===== config.mk =====
export PLATFORM = sky130hd
export DESIGN_NAME = usb_spiflash_responder
export DESIGN_NICKNAME = d
export VERILOG_FILES = /design/src/rtl/usb_spiflash_responder.sv
export SDC_FILE = /design/constraint.sdc
export NUM_CORES = 1
export LEC_CHECK = 0
export CAP_MARGIN = 20
export CORE_AREA = 8 8 126 128
export DETAILED_ROUTE_END_ITERATION = 8
export DIE_AREA = 0 0 134 136
export PLACE_DENSITY = 0.78
export SYNTH_ARGS = -nofsm -noshare
export SYNTH_HDL_FRONTEND = slang
export SYNTH_SLANG_ARGS = --single-unit

===== constraint.sdc =====
create_clock -name clk -period 2.7 [get_ports clk]
set_input_delay 0.54 -clock clk [delete_from_list [all_inputs] [get_ports clk]]
set_output_delay 0.54 -clock clk [all_outputs]
set_load 0.03 [all_outputs]

===== src/rtl/usb_spiflash_responder.sv =====
// SPI mode-0 serial-flash target emulator backed by a byte-wide synchronous memory port.
// The SPI pins are oversampled in the clk domain and a subset of flash commands is decoded.
module usb_spiflash_responder #(
  parameter int ADDR_BITS           = 17,
  parameter int PAGE_SIZE           = 256,
  parameter int SECTOR_SIZE         = 4096,
  parameter int PROGRAM_BUSY_CYCLES = 64,
  parameter int ERASE_BUSY_CYCLES   = 256
) (
  input  logic                 clk,
  input  logic                 reset,
  input  logic                 spi_csel,
  input  logic                 spi_clk,
  input  logic                 spi_mosi,
  output logic                 spi_miso,
  output logic [ADDR_BITS-1:0] mem_addr,
  output logic                 mem_rd_en,
  input  logic [7:0]           mem_rd_data,
  output logic                 mem_wr_en,
  output logic [7:0]           mem_wr_data,
  output logic [1:0]           status
);

  localparam int PAGE_BITS   = $clog2(PAGE_SIZE);
  localparam int SECTOR_BITS = $clog2(SECTOR_SIZE);
  localparam int BUSY_MAX    = (PROGRAM_BUSY_CYCLES > ERASE_BUSY_CYCLES) ?
                               PROGRAM_BUSY_CYCLES : ERASE_BUSY_CYCLES;
  localparam int BUSY_W      = $clog2(BUSY_MAX + 1);

  localparam logic [7:0] CMD_WREN  = 8'h06;
  localparam logic [7:0] CMD_RDSR  = 8'h05;
  localparam logic [7:0] CMD_READ  = 8'h03;
  localparam logic [7:0] CMD_FAST  = 8'h0B;
  localparam logic [7:0] CMD_PROG  = 8'h02;
  localparam logic [7:0] CMD_ERASE = 8'h20;

  typedef enum logic [2:0] {
    S_IDLE, S_CMD, S_ADDR, S_DUMMY, S_READ, S_SR, S_PROGRAM, S_IGNORE
  } state_t;

  typedef enum logic [1:0] {OP_NONE, OP_WREN, OP_PROG, OP_ERASE} op_t;

  state_t state, state_next;
  op_t    op;

  logic [1:0] cs_sync, sck_sync, mosi_sync;
  logic       cs_s, sck_s, mosi_s, cs_q, sck_q;
  logic       sck_rise, sck_fall, cs_rise, byte_done;

  logic [2:0]           bit_cnt;
  logic [5:0]           frame_bits;
  logic [6:0]           rx_sr;
  logic [7:0]           rx_byte;
  logic [6:0]           tx_sr;
  logic [7:0]           load_byte;
  logic [15:0]          addr_sr;
  logic [1:0]           addr_cnt;
  logic [ADDR_BITS-1:0] addr, addr_full;
  logic [7:0]           cmd;
  logic                 prog_written;
  logic                 rd_pending;
  logic [7:0]           rd_buf;

  logic                           wel, wip, sweeping;
  logic [SECTOR_BITS-1:0]         sweep_idx;
  logic [ADDR_BITS-SECTOR_BITS-1:0] sweep_base;
  logic [BUSY_W-1:0]              busy_cnt;

  assign cs_s      = cs_sync[1];
  assign sck_s     = sck_sync[1];
  assign mosi_s    = mosi_sync[1];
  assign sck_rise  = sck_s & ~sck_q & ~cs_s;
  assign sck_fall  = ~sck_s & sck_q & ~cs_s;
  assign cs_rise   = cs_s & ~cs_q;
  assign rx_byte   = {rx_sr, mosi_s};
  assign byte_done = sck_rise && (bit_cnt == 3'd7);
  assign addr_full = ADDR_BITS'({addr_sr, rx_byte});
  assign status    = {wel, wip};

  always_ff @(posedge clk) begin
    if (reset) state <= S_IDLE;
    else       state <= state_next;
  end

  always_comb begin
    state_next = state;
    if (cs_s) begin
      state_next = S_IDLE;
    end else begin
      case (state)
        S_IDLE: state_next = S_CMD;
        S_CMD: begin
          if (byte_done) begin
            // While busy only status reads are honoured.
            if (wip && rx_byte != CMD_RDSR) begin
              state_next = S_IGNORE;
            end else begin
              case (rx_byte)
                CMD_RDSR:            state_next = S_SR;
                CMD_READ, CMD_FAST:  state_next = S_ADDR;
                CMD_PROG, CMD_ERASE: state_next = wel ? S_ADDR : S_IGNORE;
                default:             state_next = S_IGNORE;
              endcase
            end
          end
        end
        S_ADDR: begin
          if (byte_done && addr_cnt == 2'd2) begin
            case (cmd)
              CMD_READ: state_next = S_READ;
              CMD_FAST: state_next = S_DUMMY;
              CMD_PROG: state_next = S_PROGRAM;
              default:  state_next = S_IGNORE;
            endcase
          end
        end
        S_DUMMY: if (byte_done) state_next = S_READ;
        default: state_next = state;
      endcase
    end
  end

  always_comb begin
    load_byte = 8'h00;
    case (state)
      S_SR:    load_byte = {6'b0, wel, wip};
      S_READ:  load_byte = rd_buf;
      default: load_byte = 8'h00;
    endcase
  end

  always_ff @(posedge clk) begin
    if (reset) begin
      cs_sync      <= 2'b11;
      sck_sync     <= 2'b00;
      mosi_sync    <= 2'b00;
      cs_q         <= 1'b1;
      sck_q        <= 1'b0;
      bit_cnt      <= 3'd0;
      frame_bits   <= 6'd0;
      rx_sr        <= 7'd0;
      tx_sr        <= 7'd0;
      addr_sr      <= 16'd0;
      addr_cnt     <= 2'd0;
      addr         <= '0;
      cmd          <= 8'h00;
      op           <= OP_NONE;
      prog_written <= 1'b0;
      rd_pending   <= 1'b0;
      rd_buf       <= 8'h00;
      spi_miso     <= 1'b0;
      mem_addr     <= '0;
      mem_rd_en    <= 1'b0;
      mem_wr_en    <= 1'b0;
      mem_wr_data  <= 8'h00;
      wel          <= 1'b0;
      wip          <= 1'b0;
      sweeping     <= 1'b0;
      sweep_idx    <= '0;
      sweep_base   <= '0;
      busy_cnt     <= '0;
    end else begin
      cs_sync    <= {cs_sync[0], spi_csel};
      sck_sync   <= {sck_sync[0], spi_clk};
      mosi_sync  <= {mosi_sync[0], spi_mosi};
      cs_q       <= cs_s;
      sck_q      <= sck_s;
      mem_rd_en  <= 1'b0;
      mem_wr_en  <= 1'b0;
      rd_pending <= mem_rd_en;
      if (rd_pending) rd_buf <= mem_rd_data;

      if (cs_s) begin
        bit_cnt    <= 3'd0;
        frame_bits <= 6'd0;
        addr_cnt   <= 2'd0;
        spi_miso   <= 1'b0;
      end

      if (sck_rise && state != S_IDLE) begin
        rx_sr   <= rx_byte[6:0];
        bit_cnt <= bit_cnt + 3'd1;
        if (frame_bits != 6'h3F) frame_bits <= frame_bits + 6'd1;
        if (byte_done) begin
          case (state)
            S_CMD: begin
              cmd <= rx_byte;
              if (!wip && rx_byte == CMD_WREN) op <= OP_WREN;
            end
            S_ADDR: begin
              addr_sr  <= {addr_sr[7:0], rx_byte};
              addr_cnt <= addr_cnt + 2'd1;
              if (addr_cnt == 2'd2) begin
                addr <= addr_full;
                if (cmd == CMD_READ) begin
                  mem_rd_en <= 1'b1;
                  mem_addr  <= addr_full;
                end
                if (cmd == CMD_PROG)  op <= OP_PROG;
                if (cmd == CMD_ERASE) op <= OP_ERASE;
              end
            end
            S_DUMMY: begin
              mem_rd_en <= 1'b1;
              mem_addr  <= addr;
            end
            S_PROGRAM: begin
              mem_wr_en    <= 1'b1;
              mem_wr_data  <= rx_byte;
              mem_addr     <= addr;
              addr[PAGE_BITS-1:0] <= addr[PAGE_BITS-1:0] + PAGE_BITS'(1);
              prog_written <= 1'b1;
            end
            default: ;
          endcase
        end
      end

      // A falling edge at bit_cnt==0 starts a new output byte; reads prefetch the next address.
      if (sck_fall && state != S_IDLE) begin
        if (bit_cnt == 3'd0) begin
          spi_miso <= load_byte[7];
          tx_sr    <= load_byte[6:0];
          if (state == S_READ) begin
            addr      <= addr + ADDR_BITS'(1);
            mem_addr  <= addr + ADDR_BITS'(1);
            mem_rd_en <= 1'b1;
          end
        end else begin
          spi_miso <= tx_sr[6];
          tx_sr    <= {tx_sr[5:0], 1'b0};
        end
      end

      if (busy_cnt != '0) busy_cnt <= busy_cnt - BUSY_W'(1);
      if (wip && !sweeping && busy_cnt == '0) wip <= 1'b0;

      if (sweeping) begin
        mem_wr_en   <= 1'b1;
        mem_rd_en   <= 1'b0;
        mem_addr    <= {sweep_base, sweep_idx};
        mem_wr_data <= 8'hFF;
        sweep_idx   <= sweep_idx + SECTOR_BITS'(1);
        if (sweep_idx == '1) sweeping <= 1'b0;
      end

      if (cs_rise) begin
        case (op)
          OP_WREN: wel <= 1'b1;
          OP_PROG: begin
            if (prog_written) begin
              wel      <= 1'b0;
              wip      <= 1'b1;
              busy_cnt <= BUSY_W'(PROGRAM_BUSY_CYCLES - 1);
            end
          end
          OP_ERASE: begin
            if (frame_bits == 6'd32) begin
              wel        <= 1'b0;
              wip        <= 1'b1;
              sweeping   <= 1'b1;
              sweep_idx  <= '0;
              sweep_base <= addr[ADDR_BITS-1:SECTOR_BITS];
              busy_cnt   <= BUSY_W'(ERASE_BUSY_CYCLES - 1);
            end
          end
          default: ;
        endcase
        op           <= OP_NONE;
        prog_written <= 1'b0;
      end
    end
  end

endmodule


Yosys cells after proc, flatten, opt, wreduce, memory -nomap -nowiden
Cells that the tools add are included.
{ "word_totals": {"regBits": 139, "input_bits": 13, "output_inout_bits": 30, "word_cells": 197} }
{ "op_classes": {"add_sub_neg": 7, "n_eq_ne": 33, "mux": 82, "n_bitwise": 9, "n_reduce_logical": 37} }
{ "op_table": {"columns": ["cell", "count"], "rows": [
  ["$mux 17", 14],
  ["$mux 12", 4],
  ["$mux 9", 5],
  ["$pmux 17 s2", 1],
  ["$eq 8x2->1 const B", 4],
  ["$mux 8", 4],
  ["$pmux 8 s2", 2],
  ["$mux 1", 25],
  ["$mux 3", 7],
  ["$mux 6", 3],
  ["$pmux 3 s3", 2],
  ["$pmux 9 s2", 1],
  ["$add 17x1->17 const B", 1],
  ["$eq 8x3->1 const B", 2],
  ["$eq 8x4->1 const B", 2],
  ["$eq 8x6->1 const B", 2],
  ["$mux 2", 8],
  ["$reduce_and 3->1", 5],
  ["$ne 2x2->1 const B", 7],
  ["$add 12x1->12 const B", 1],
  ["$eq 12x12->1 const B", 1],
  ["$eq 3x3->1 const B", 4],
  ["$pmux 3 s4", 1],
  ["$reduce_bool 2->1", 6],
  ["other kinds (29)", 56]
]} }

Longest topological paths before layout
{ "depth": {"depth_word": 10, "depth_mapped": 10, "depth_no_buf": 7} }

Worst setup path before layout
Ideal clock, no wire load.
{ "synth_timing": {"path_kind": "flip-flop to flip-flop", "startpoint": "register bit_cnt[0]", "endpoint": "register mem_addr[13]", "setup_ns": 0.117, "arrival_time_ns": 1.982, "t_required_ns": 2.583, "setup_slack_ns": 0.600, "path_stages_with_launch": 10, "n_path_buf": 2, "synth_period_minus_slack_ns": 2.100, "path_cell_list": "dfxtp_1 > ha_1 > ha_1 > and4bb_2 > buf_2 > and4_1 > buf_4 > a22o_1 > a211o_1 > a32o_1"} }
{ "synth_via": {"elab_chain_len": 8, "elab_cells_between_ends": 9, "cone_classes": "eq/ne (1); mux (6); reduce/logical (2)"} }
{ "synth_lines": {"columns": ["element", "line_no", "source"], "rows": [
  ["start, declared", "50", "logic [2:0] bit_cnt;"],
  ["start signal, assigned", "182", "bit_cnt <= bit_cnt + 3'd1;"],
  ["$eq 3x3->1", "76", "assign byte_done = sck_rise && (bit_cnt == 3'd7);"],
  ["$logic_and 1x1->1", "76", null],
  ["$mux 17", "184", "if (byte_done) begin"],
  ["$mux 17", "180", "if (sck_rise && state != S_IDLE) begin"],
  ["$mux 17", "224", "if (state == S_READ) begin"],
  ["$mux 17", "221", "if (bit_cnt == 3'd0) begin"],
  ["$mux 17 (*)", "220", "if (sck_fall && state != S_IDLE) begin"],
  ["$mux 17 (*)", "238", "if (sweeping) begin"],
  ["end signal, assigned", "210", "mem_addr <= addr;"],
  ["end signal, assigned", "226", "mem_addr <= addr + ADDR_BITS'(1);"],
  ["end signal, assigned", "241", "mem_addr <= {sweep_base, sweep_idx};"],
  ["end, declared", "16", "output logic [ADDR_BITS-1:0] mem_addr,"]
]} }
Mark *: on every way between the ends. The rest lies on a longest branch, timed or not.
A chain may end at the register's enable or synchronous reset.

Final worst setup path
{ "layout_timing": {"startpoint": "register bit_cnt[0]", "endpoint": "register mem_addr[4]"} }
Same word-level chain as after synthesis.

==> flow_metrics.env <==
export IMPL_seqPwrFrac_pct=45.0
export IMPL_vias=6146
export IMPL_min_to="cs_sync[1]"
export IMPL_cp_top_family="compound AO/OA/AOI/OAI gates"
export IMPL_area_growth_pct=16.85
export IMPL_m1WireLength_um=7806
export IMPL_rrSetupSlack_ns=0.33
export IMPL_slew_headroom_pct=50.58
export IMPL_cts_tree="done"
export IMPL_cp_end_kind="flip-flop"
export IMPL_crit_top_cell="ha_1"
export IMPL_die_area_um2=18220
export IMPL_synth_cells=820
export IMPL_p_leak_nw=2.777
export IMPL_fin_skew_ns=0.007690
export IMPL_synthDistinctLibCells=76
export IMPL_synth_edff_count=0
export IMPL_htreeDepth=4
export IMPL_hold_viol_final=0
export IMPL_power_density_nw_per_um2=599.4
export IMPL_async_reset_ff_share_pct=0
export IMPL_p_sw_share_pct=24.10
export IMPL_final_common_cell="dfxtp_1"
export IMPL_arrival_ns=2.67
export IMPL_p_clk_share_pct=48.2
export IMPL_cts_resized=0
export IMPL_cts_sinks=139
export IMPL_grt_usage_pct=19.69
export IMPL_drive_above_1_share_pct=9.218
export IMPL_gp_congestion=0.9185
export IMPL_dp_hpwl_um=12140
export IMPL_vias_per_cell=5.904
export IMPL_grt_pass1_vias=5686
export IMPL_fin_setup_tns_ns=0
export IMPL_worst_setup_path_start_kind="flip-flop"
export IMPL_fp_row_count=44
export IMPL_p_switching_mw=1.147
export IMPL_insertion_delay_ns=0.43
export IMPL_wl_met2_um=7928
export IMPL_diodes=0
export IMPL_synth_nets=842
export IMPL_synth_ff_latch_count=139
export IMPL_wl_per_cell_um=16.69
export IMPL_finalSetupViolCount=0
export IMPL_worstMarginPinSlew_ns=0.7357
export IMPL_grt_pass1_wl_um=28880
export IMPL_status="finished, final reports clean"
export IMPL_syn_cell_area_um2=6794
export IMPL_internal_power_mw=3.612
export IMPL_die_x_um=134
export IMPL_critPathKind="flip-flop to flip-flop"
export IMPL_post_cts_buffers=0
export IMPL_r2r_end="mem_addr[4]"
export IMPL_path_buf_inv=0
export IMPL_cts_buffers=17
export IMPL_min_from="cs_sync[0]"
export IMPL_holdPathStages=1
export IMPL_core_um2=14040
export IMPL_root_buffer="clkbuf_16"
export IMPL_holdWs_ns=0.4260
export IMPL_period_share_pct=87.86
export IMPL_syn_avg_cell_area_um2=8.285
export IMPL_cp_slowest_cell="a31oi_4"
export IMPL_timing_fmax_ghz=0.4216
export IMPL_fill_cells=1271
export IMPL_worst_r2r_path_depth=7
export IMPL_max_cap_violations=0
export IMPL_grt_max_degree=48
export IMPL_drc=0
export IMPL_pwr_share_comb_pct=6.8
export IMPL_highest_layer="met4"
export IMPL_drtIter0Drc=725
export IMPL_cts_hold_buf=0
export IMPL_final_net_count=866
export IMPL_ios=43
export IMPL_wl_met3_um=1315
export IMPL_antenna_found_initial=0
export IMPL_wirelength_um=17380
export IMPL_ys_warn_count=0
export IMPL_critPathMaxStageDelay_ns=0.49
export IMPL_drv_slew=0
export IMPL_cp_max_fo=18
export IMPL_clk_path_buf_depth=2
export IMPL_required_ns=3.00
export IMPL_grt_ovfl_total=0
export IMPL_synth_ff_type="dfxtp_1"
export IMPL_ant_nets=0
export IMPL_dr_pass1_iters=5
export IMPL_reg2reg_from="bit_cnt[0]"
export IMPL_ir_worst_vdd_mv=0.4653
export IMPL_mostFrequentLayoutCells="dfxtp_1, nand2_1, nor2_1"
export IMPL_hold_path_class="flip-flop to flip-flop"
export IMPL_clk_pin_slew_ns=0.06
export IMPL_finalCriticalPeriod_ns=2.372
export IMPL_fp_dieH_um=136
export IMPL_cp_cell_sequence="ha_1 -> ha_1 -> and4bb_2 -> and4_4 -> a31oi_4 -> a221oi_1 -> a2111oi_0"
export IMPL_rsz0062_at_grt="no"
export IMPL_initial_core_util_pct=48.40
export IMPL_numPortBuffers=42
export IMPL_dpl_instance_area_um2=7361
export IMPL_yosysSeqAreaShare_pct=40.96
export IMPL_final_area_um2=7939
-- layer usage --
metal | global-route usage (%) | up-vias
met1 | 25.55 | 2881
li1 | - | 2989
met3 | 4.804 | 32
met2 | 30.91 | 244
met5 | 0 | -
met4 | 7.798 | 0
-- logic make-up (layout without fill, tap and decap cells) --
| family | Yosys count | in the layout | synth area share, % |
|---|---|---|---|
| buf+inv | 84 | 121 | 5.543 |
| fa+ha+maj | 9 | 9 | 1.657 |
| flops | 139 | 139 | 40.96 |
| compound gates | 210 | 210 | 20.24 |
| mux | 28 | 28 | 4.162 |
| simple gates | 321 | 321 | 23.70 |
| xor+xnor | 29 | 29 | 3.738 |
-- registers in the layout, summed over array words and instances, names as in the netlist, 2 cells and up --
register / flops
addr_sr: 9
rx_sr: 7
state: 3
sweep_base: 5
bit_cnt: 3
mosi_sync: 2
cs_sync: 2
busy_cnt: 9
rd_buf: 8
addr: 17
op: 2
sweep_idx: 12
addr_cnt: 2
cmd: 8
sck_sync: 2
mem_wr_data: 8
tx_sr: 7
mem_addr: 17
frame_bits: 6
-- metrics by stage --
step | std cells | util [%] | worst slack, ns | power [mW]
floorplan | 820 | - | 0.6003 | 2.440
global placement | 1009 | 52.43 | 0.4482 | 2.500
detailed placement | 1009 | 52.43 | 0.3417 | 2.512
CTS | 1041 | 56.55 | 0.3077 | 4.789
global route | 1041 | 56.55 | 0.1521 | 4.935
finish | 1041 | 56.55 | 0.3279 | 4.759
-- final cells by class --
type                            instances  area [um2]  area share (%)
Clock inverter                         12       141.4           1.781
Tap cell                              184       230.2           2.900
Inverter                               17       63.81          0.8038
Multi-Input combinational cell        597        3641           45.86
Sequential cell                       139        2783           35.05
Clock buffer                           20       436.7           5.500
Timing Repair Buffer                   72       643.1           8.101
-- Yosys cell counts, types with 8 or more instances --
cell,number,area [um2]
nand2_1,101,379.1
nand2b_1,8,50.05
nor3_1,14,70.07
inv_1,15,56.30
clkbuf_1,41,153.9
ha_1,9,112.6
mux2i_1,26,260.3
buf_2,13,65.06
a31oi_1,28,175.2
nor2_1,85,319.1
nor2b_1,11,68.82
dfxtp_1,139,2783
a21oi_1,62,310.3
a221oi_1,9,78.83
xnor2_1,11,96.34
a221o_1,11,110.1
a211oi_1,8,60.06
xor2_1,18,157.7
nand3_1,31,155.2
o21ai_0,45,225.2
nand4_1,11,68.82
-- power groups by stage --
stage	combinational (mW)	clock, mW	sequential [mW]
after global placement	0.317	0	2.18
after CTS	0.327	2.32	2.14
final	0.326	2.29	2.14
after floorplan	0.266	0	2.17
after global routing	0.373	2.41	2.15
after detailed placement	0.326	0	2.19
-- worst max path at each step --
stage / cells past startpoint / from / to / slack, ns
global placement: 7 / bit_cnt[0] / mem_addr[7] / 0.45
floorplan: 9 / bit_cnt[0] / mem_addr[13] / 0.60
global route: 7 / addr_cnt[0] / mem_addr[9] / 0.15
detailed placement: 7 / bit_cnt[0] / mem_addr[4] / 0.34
finish: 7 / bit_cnt[0] / mem_addr[4] / 0.33
CTS: 7 / bit_cnt[0] / mem_addr[4] / 0.31
-- worst register-to-register path: cells and delay by family (launching register included) --
kind,cells,cell delay (ns)
simple gates,2,0.56
fa+ha+maj,2,0.37
flops,1,0.33
compound gates,3,0.99
No activity file was read; power rests on OpenSTA's default activity.
